==> src/rtl/led_pkg.sv <==
// Shared LED output-stage definitions: channel count, PWM width, ramp
// direction encoding and the brightness-nibble to PWM-level mapping.
package led_pkg;

   localparam int unsigned LED_N = 4;
   localparam int unsigned PWM_W = 8;

   typedef logic [PWM_W-1:0] level_t;

   typedef enum logic [1:0] {
      RAMP_HOLD,
      RAMP_UP,
      RAMP_DOWN,
      RAMP_SNAP
   } ramp_e;

   // Nibble replication maps F -> FF and 0 -> 00 with an even spread between.
   function automatic level_t bright_to_level(input logic [3:0] bright);
      return {bright, bright};
   endfunction

endpackage

==> src/rtl/led_pwm_fader_if.sv <==
// Pattern/brightness inputs and PWM drive outputs of the LED output stage.
interface led_pwm_fader_if;
   import led_pkg::*;

   logic [LED_N-1:0] i_led_in;
   logic [3:0]       i_brightness;
   logic             i_fade_en;
   logic [LED_N-1:0] o_led;
   logic             o_busy;

   modport master (
      output i_led_in,
      output i_brightness,
      output i_fade_en,
      input  o_led,
      input  o_busy
   );

   modport slave (
      input  i_led_in,
      input  i_brightness,
      input  i_fade_en,
      output o_led,
      output o_busy
   );

endinterface

==> src/rtl/led_fade_channel.sv <==
// One LED channel: level register with saturating ramp toward its target,
// plus the registered PWM compare against the shared counter.
module led_fade_channel
   import led_pkg::*;
#(
   parameter int unsigned STEP = 1
) (
   input  logic   clk,
   input  logic   rst_n,
   input  level_t target,
   input  logic   fade,
   input  logic   tick,
   input  level_t pwm_cnt,
   output logic   led,
   output logic   busy_next
);

   level_t             level;
   level_t             level_next;
   ramp_e              ramp;
   logic [PWM_W:0]     up_sum;
   logic [PWM_W:0]     dn_diff;

   always_comb begin
      up_sum  = {1'b0, level} + (PWM_W+1)'(STEP);
      dn_diff = {1'b0, level} - (PWM_W+1)'(STEP);

      ramp = RAMP_HOLD;
      if (!fade)
         ramp = RAMP_SNAP;
      else if (tick && (level < target))
         ramp = RAMP_UP;
      else if (tick && (level > target))
         ramp = RAMP_DOWN;

      // Ninth bit catches overflow on the way up and borrow on the way down.
      level_next = level;
      case (ramp)
         RAMP_SNAP: level_next = target;
         RAMP_UP:   level_next = (up_sum >= {1'b0, target}) ? target : up_sum[PWM_W-1:0];
         RAMP_DOWN: level_next = (dn_diff[PWM_W] || (dn_diff[PWM_W-1:0] <= target))
                                 ? target : dn_diff[PWM_W-1:0];
         default:   level_next = level;
      endcase

      busy_next = (level_next != target);
   end

   always_ff @(posedge clk or negedge rst_n) begin
      if (!rst_n) begin
         level <= '0;
         led   <= 1'b0;
      end else begin
         level <= level_next;
         led   <= (level == '1) | (level > pwm_cnt);
      end
   end

endmodule

==> src/rtl/led_pwm_fader.sv <==
// LED output stage: registers the controller pattern, shares the PWM counter
// and fade divider across channels, and reports whether any ramp is active.
module led_pwm_fader
   import led_pkg::*;
#(
   parameter int unsigned FADE_DIV = 196078,
   parameter int unsigned STEP     = 1
) (
   input  logic            i_axi_aclk_100MHZ,
   input  logic            i_rstn,
   led_pwm_fader_if.slave  bus
);

   localparam int unsigned DIV_W = (FADE_DIV > 1) ? $clog2(FADE_DIV) : 1;

   logic [LED_N-1:0] led_q;
   logic [3:0]       bright_q;
   logic             fade_q;
   level_t           pwm_cnt;
   logic [DIV_W-1:0] div_cnt;
   logic             tick;
   level_t           target_q [LED_N];
   logic [LED_N-1:0] led_w;
   logic [LED_N-1:0] busy_w;

   assign tick = (div_cnt == DIV_W'(FADE_DIV - 1));

   always_ff @(posedge i_axi_aclk_100MHZ or negedge i_rstn) begin
      if (!i_rstn) begin
         led_q    <= '0;
         bright_q <= '0;
         fade_q   <= 1'b0;
         pwm_cnt  <= '0;
         div_cnt  <= '0;
         bus.o_busy <= 1'b0;
      end else begin
         led_q    <= bus.i_led_in;
         bright_q <= bus.i_brightness;
         fade_q   <= bus.i_fade_en;
         pwm_cnt  <= pwm_cnt + 1'b1;
         div_cnt  <= tick ? '0 : div_cnt + 1'b1;
         bus.o_busy <= |busy_w;
      end
   end

   // Targets decode straight from the input registers to keep the 3-cycle path.
   always_comb begin
      for (int unsigned i = 0; i < LED_N; i++)
         target_q[i] = led_q[i] ? bright_to_level(bright_q) : '0;
   end

   for (genvar i = 0; i < LED_N; i++) begin : g_ch
      led_fade_channel #(
         .STEP (STEP)
      ) u_ch (
         .clk       (i_axi_aclk_100MHZ),
         .rst_n     (i_rstn),
         .target    (target_q[i]),
         .fade      (fade_q),
         .tick      (tick),
         .pwm_cnt   (pwm_cnt),
         .led       (led_w[i]),
         .busy_next (busy_w[i])
      );
   end

   assign bus.o_led = led_w;

endmodule
==> src/flat_wrapper.sv <==
// flat-port wrapper written by rule: the top's interface ports become plain ports
module led_pwm_fader_flat import led_pkg::*;
#(
   parameter int unsigned FADE_DIV = 196078,
   parameter int unsigned STEP     = 1
)
  (i_axi_aclk_100MHZ, i_rstn, bus_i_led_in, bus_i_brightness, bus_i_fade_en, bus_o_led, bus_o_busy);
  led_pwm_fader_if bus_i ();
  input  logic i_axi_aclk_100MHZ;
  input  logic i_rstn;
  input wire logic [$bits(bus_i.i_led_in)-1:0] bus_i_led_in;
  input wire logic [$bits(bus_i.i_brightness)-1:0] bus_i_brightness;
  input wire logic [$bits(bus_i.i_fade_en)-1:0] bus_i_fade_en;
  output wire logic [$bits(bus_i.o_led)-1:0] bus_o_led;
  output wire logic [$bits(bus_i.o_busy)-1:0] bus_o_busy;
  assign bus_i.i_led_in = bus_i_led_in;
  assign bus_i.i_brightness = bus_i_brightness;
  assign bus_i.i_fade_en = bus_i_fade_en;
  assign bus_o_led = bus_i.o_led;
  assign bus_o_busy = bus_i.o_busy;
  led_pwm_fader #(.FADE_DIV(FADE_DIV), .STEP(STEP)) u_core (.i_axi_aclk_100MHZ(i_axi_aclk_100MHZ), .i_rstn(i_rstn), .bus(bus_i));
endmodule
==> config.mk <==
export PLATFORM = sky130hd
export DESIGN_NAME = led_pwm_fader_flat
export DESIGN_NICKNAME = d
export VERILOG_FILES = /design/src/rtl/led_pkg.sv /design/src/rtl/led_pwm_fader_if.sv /design/src/rtl/led_fade_channel.sv /design/src/rtl/led_pwm_fader.sv /design/src/flat_wrapper.sv
export SDC_FILE = /design/constraint.sdc
export NUM_CORES = 1
export LEC_CHECK = 0
export CAP_MARGIN = 40
export CORE_MARGIN = 2
export CORE_UTILIZATION = 31
export DETAILED_ROUTE_END_ITERATION = 8
export SLEW_MARGIN = 20
export SYNTH_ARGS = -nofsm -noshare
export SYNTH_HDL_FRONTEND = slang
export SYNTH_SLANG_ARGS = --single-unit
export TNS_END_PERCENT = 30
==> constraint.sdc <==
create_clock -name i_axi_aclk_100MHZ -period 7.3 [get_ports i_axi_aclk_100MHZ]
set_input_delay 1.095 -clock i_axi_aclk_100MHZ [delete_from_list [all_inputs] [get_ports i_axi_aclk_100MHZ]]
set_output_delay 1.095 -clock i_axi_aclk_100MHZ [all_outputs]
set_load 0.005 [all_outputs]
# Yosys cells after proc, flatten, opt, wreduce, memory -nomap -nowiden
# Index checks and enable logic that the tools add are counted.
# word_totals
reg_bits	72
in_bits	11
wordCells	111
# classes
n_addsub	10
order_cmp	20
eq_ne	21
n_mux	29
bitwise_logic	4
reduce_logical	13
# op_table
op	n
8-bit two-way mux	12
8-bit one-hot mux with 3 select lines	4
8-bit greater-than comparator	8
8-bit by 1-bit adder with 9-bit output (second input constant)	4
9-bit by 8-bit >= comparator with 1-bit output	4
8-bit by 1-bit subtractor with 9-bit output (second input constant)	4
8-bit == test (second input constant)	4
8-bit less-or-equal comparator	4
8-bit < comparator	4
8-bit != test	4
2-bit two-way mux	12
18-bit by 1-bit adder with 18-bit output (second input constant)	1
18-bit == test (second input constant)	1
18-bit two-way mux	1
2-bit == test (second input constant)	8
8-bit by 1-bit adder with 8-bit output (second input constant)	1
2-bit by 1-bit == test with 1-bit output (second input constant)	4
1-bit logical AND	8
1-bit logical OR	4
1-bit bitwise OR	4
4-bit OR reduction	1

# Depth between registers and ports, before layout
# logic_depth
word_depth	10
depth_mapped	17
ltp_nobuf	17

# By module
# From an unflattened synthesis, not the netlist that was laid out.
# hier_totals
cells_unflattened	1142
hier_area_um2	9441.6
# by_module_without_submodules
mod	n_inst	cells_per_inst	area_per_inst_um2	seq_area_each_um2
led_fade_channel at u_core.g_ch[1].u_ch ...	2	260	2023.2	225.2
led_fade_channel at u_core.g_ch[2].u_ch	1	244	1963.1	225.2
led_fade_channel at u_core.g_ch[0].u_ch	1	242	1898.1	225.2
led_pwm_fader	1	136	1534.0	900.9

# Least setup slack after synthesis
# No wires, ideal clock.
# synth_timing
path_kind	register to register
start	register u_core.g_ch[1].u_ch.level[5]
end	register u_core.bus.o_busy
setup_ps	136
arrival_ps	3874
path_slack_ps	3291
stages_incl_launch_ff	16
path_buffers	1
path_cell_list	dfrtp_1 clkbuf_1 or4_1 nor4_1 xor2_1 ha_1 nand4_1 nor4b_1 or3_1 or2_2 a21o_1 nor2_1 a2111oi_0 o311ai_0 nor4_1 nand4_1
# synth_via
elab_chain_cells	9
word_cells_on_any_way	20
classes_between	add/sub (2); order compare (4); eq/ne (4); mux (6); reduce/logical (4)
# synth_lines
item	line	rtl
start, declared	led_fade_channel.sv:18	level_t level;
start signal, assigned	led_fade_channel.sv:54	level <= level_next;
branches (longest 6 deep; another with 8-bit by 1-bit subtractor with 9-bit output)	n/a	
8-bit one-hot mux with 3 select lines (*)	led_fade_channel.sv:38	case (ramp)
8-bit != test (*)	led_fade_channel.sv:46	busy_next = (level_next != target);
4-bit OR reduction (*)	led_pwm_fader.sv:42	bus.o_busy <= |busy_w;
end signal, assigned	led_pwm_fader.sv:42	
end, declared	led_pwm_fader_if.sv:24	output o_busy
# Every way passes the cells marked *.

# Worst setup path in the final report
# layout_timing
start	register u_core.g_ch[1].u_ch.level[4]
end	register u_core.bus.o_busy
# The elaborated chain is that of the path after synthesis.

==> metrics.md <==
| Metric | Value |
|---|---|
| Post-Route Setup TNS | `0 ns` |
| Cell taking the most area after synthesis | `dfrtp_1` |
| Initial antenna violation count | `0` |
| Die ar. | `around 0.030 mm2` |
| # DRC | `0` |
| Worst reg2reg endpoint | `u_core.bus.o_busy` |
| R2R cell count | `14` |
| Synth top area cells | `dfrtp_1, ha_1, a21oi_1, o21ai_0, nor2_1` |
| Final setup viols | `0` |
| Ys async rst share | `100.0%` |
| Met1 Track Usage GR | `around a quarter` |
| Post-Syn Nets | `roughly 1200` |
| Crit path max-delay family | `simple AND/OR/NAND/NOR gates` |
| Hold_sp | `u_core.pwm_cnt[7]` |
| Commonest non-fill, non-tap cell in the layout | `ha_1` |
| Worst-path fanout max | `13` |
| Synth Flop Type | `dfrtp_1` |
| Post-synth cell types | `83` |
| Clock Skews | `0.005849 ns` |
| Leakage Power | `just over 4 nW` |
| Post-DRT Antenna Nets | `0` |
| Hold WC Path Type | `reg -> reg` |
| Critical path class | `reg -> reg` |
| Pint | `approximately 0.00096 W` |
| Worst Hold Path EP | `u_core.pwm_cnt[7]` |
| H-tree lvl count | `3` |
| Worst IR drop on VDD | `0.0001047 V` |
| Global Route met3 Usage | `approximately 4%` |
| Yosys warning count | `0` |
| Post-synthesis cell count | `~1100` |
| Post-Place Worst Slack | `about 2.3 ns` |
| I/O pin total | `16` |
| Clock group share of total power | `between 20 and 30%` |
| Gates resized, CTS repair | `0` |
| Most frequent cells in the layout | `ha_1, nor2_1, o21ai_0, a21oi_1, dfrtp_1` |
| Post-route clock period utilization | `69.67%` |
| Starting density of the core | `between 30% and 40%` |
| Design area | `0.009625 mm2` |
| Via Count | `between 8000 and 9000` |
| Routability-driven placement congestion ratio | `0.9545` |
| Final #Nets | `~1200` |
| Slew Limit Fails | `0` |
| CTS tree | `yes` |
| Top-area cell type share of the netlist area | `roughly a fifth` |
| Final min period | `around 5 ns` |
| Clk_lat worst skew | `between 0.3 and 0.4 ns` |
| Worst Path Buf+Inv | `0` |
| Synth Area per Inst | `~8.0 um2` |
| Core Util, Final | `roughly 34%` |
| CP max-delay cell | `nor4b_1` |
| Crit end category | `flip-flop` |
| Share of post-route cells with drive strength above 1 | `5.479%` |
| R2R Path Start | `u_core.g_ch[1].u_ch.level[4]` |
| Worst hold path depth | `1` |
| Final Hold Viols | `0` |
| Peak Freq | `a little under 200 MHz` |
| Clock slew at reported path FFs | `about 0.07 ns` |
| Area delta synth->final | `9.152%` |
| Port Buffer Count | `15` |
| Sequential fraction of the synthesis area | `20.43%` |
| Slowest cell delay on critical path | `0.80 ns` |
| Core area | `around 0.028 mm2` |
| GRT Total Usage | `between 10% and 20%` |
| Placed Area | `0.009305 mm2` |
| Number of global-route vias before repair | `roughly 8100` |
| Critical Path Start Type | `flip-flop` |
| #FFs+latches synth | `roughly 70` |
| Site Rows | `61` |
| Status | `completed` |
| Syn Std Cell Area | `~0.0088 mm2` |
| Worst-Margin Slew | `roughly 0.88 ns` |
| CTS root buf | `clkbuf_16` |
| RSZ-0062 raised after global routing | `no` |
| DR WL/cell | `roughly 19 um` |
| Die width | `~170 um` |
| Largest net degree at the start of global routing | `50` |
| Met2 Track Usage GR | `around 29%` |
| CP Cell Sequence | `or4_1 -> nor4_1 -> xor2_1 -> ha_1 -> nand4_1 -> nor4b_1 -> or3_1 -> or2_2 -> a21o_1 -> nor2_1 -> a2111oi_0 -> o311ai_0 -> nor4_1 -> nand4_1` |
| Setup WS post-layout | `approximately 2.2 ns` |
| Combinational share of power | `approximately 40%` |
| Cts bufs inserted | `9` |
| Busiest grt layer | `met2` |
| DRT Pass-1 Iters | `5` |
| WL final | `approximately 28000 um` |
| R2R Setup Slk | `between 2 and 2.5 ns` |
| First-pass GRT wire length | `~45000 um` |
| Sink Count | `a little over 70` |
| Dpl hpwl | `roughly 21000 um` |
| Fill count | `slightly below 3000` |
| Starting DRC count in detailed routing | `between 600 and 700` |
| Sequential share of power | `30.1%` |
| Switching part of the total | `about two fifths` |
| Post-synth EDFFs | `0` |
| Vias/cell | `roughly 5.8` |
| Switching power | `around 0.00065 W` |
| Max capacitance violation total | `0` |
| # diodes | `0` |
| Clk buf depth | `2` |
| Overflow after GRT | `0` |
| Max-slew headroom | `between 40% and 50%` |
| Hold_buf cts | `0` |
| Post-CTS setup buffers | `0` |
| Power per cell area | `167.4 mW/mm2` |
| Die Y | `about 170 um` |
| WP data arrival | `roughly 5.3 ns` |
| Worst path required time | `roughly 7.5 ns` |
synthesized netlist by cell type (all sizes together), types with 7 or more instances:
cell,n
a211oi,19
a21o,16
a21oi,72
a31oi,17
a32oi,9
and2,21
and3,26
buf,16
clkbuf,27
dfrtp,72
ha,135
inv,58
mux2,7
mux2i,10
nand2,63
nand2b,10
nand3,53
nand4,32
nor2,85
nor2b,14
nor3,30
nor4,9
o211ai,19
o21a,13
o21ai,74
o311ai,7
o31ai,7
or2,10
or3,10
xnor2,32
xor2,36
per-stage QoR:
step,power [W],cells,hold slack (ns)
floorplan,0.0009515,1097,0.4455
finish,0.001611,1473,0.4758
global placement,0.001112,1453,0.4651
detailed placement,0.001122,1455,0.4742
CTS,0.001602,1471,0.4844
global route,0.001718,1473,0.5048
kinds of logic (layout without fill, tap and decap cells):
family          count (synthesis)  count (layout)  synth area share, %
fa+ha+maj                     135             135                19.15
compound gates                313             313                23.54
buf+inv                       102             100                4.952
mux                            17              17                2.029
xor+xnor                       68              68                6.754
flops                          72              72                20.43
simple gates                  390             390                23.14
metal layers:
layer	share of wire [%]	vias up
li1	-	4094
met1	45	4039
met2	44	382
met3	8.9	57
met4	2.2	0
met5	0	-
final cells by class:
type	instances	area, um2	area share [%]
inverter	59	221.5	2.301
multi-input combinational	923	6585	68.41
tap	378	473.0	4.914
clock inverter	5	55.05	0.5719
sequential	72	1802	18.72
clock buffer	11	252.7	2.626
timing repair buffer	25	236.5	2.457
power groups by stage:
stage / registers, W / logic, W / clock network, W
floorplan: 0.000447 / 0.000504 / 0
global placement: 0.000489 / 0.000623 / 0
detailed placement: 0.000490 / 0.000632 / 0
CTS: 0.000483 / 0.000636 / 0.000483
global route: 0.000488 / 0.000726 / 0.000504
finish: 0.000485 / 0.000649 / 0.000477
sequential cells by signal (all words and copies together), names as in the netlist:
signal / flops
u_core.div_cnt: 18
u_core.bright_q: 4
u_core.g_ch.u_ch.led: 4
u_core.fade_q: 1
u_core.g_ch.u_ch.level: 32
u_core.bus.o_busy: 1
u_core.led_q: 4
u_core.pwm_cnt: 8
how the worst max path moves through the flow:
stage / start / end / slack [ns] / cells after the start
after floorplan: u_core.g_ch[1].u_ch.level[5] / u_core.bus.o_busy / 3.29 / 15
after global placement: u_core.bright_q[2] / u_core.bus.o_busy / 2.02 / 13
after detailed placement: u_core.g_ch[1].u_ch.level[4] / u_core.bus.o_busy / 2.32 / 14
after CTS: u_core.g_ch[1].u_ch.level[4] / u_core.bus.o_busy / 2.29 / 14
after global routing: u_core.g_ch[1].u_ch.level[4] / u_core.bus.o_busy / 1.99 / 14
final: u_core.g_ch[1].u_ch.level[4] / u_core.bus.o_busy / 2.21 / 14
(Power assumes the default switching activity.)
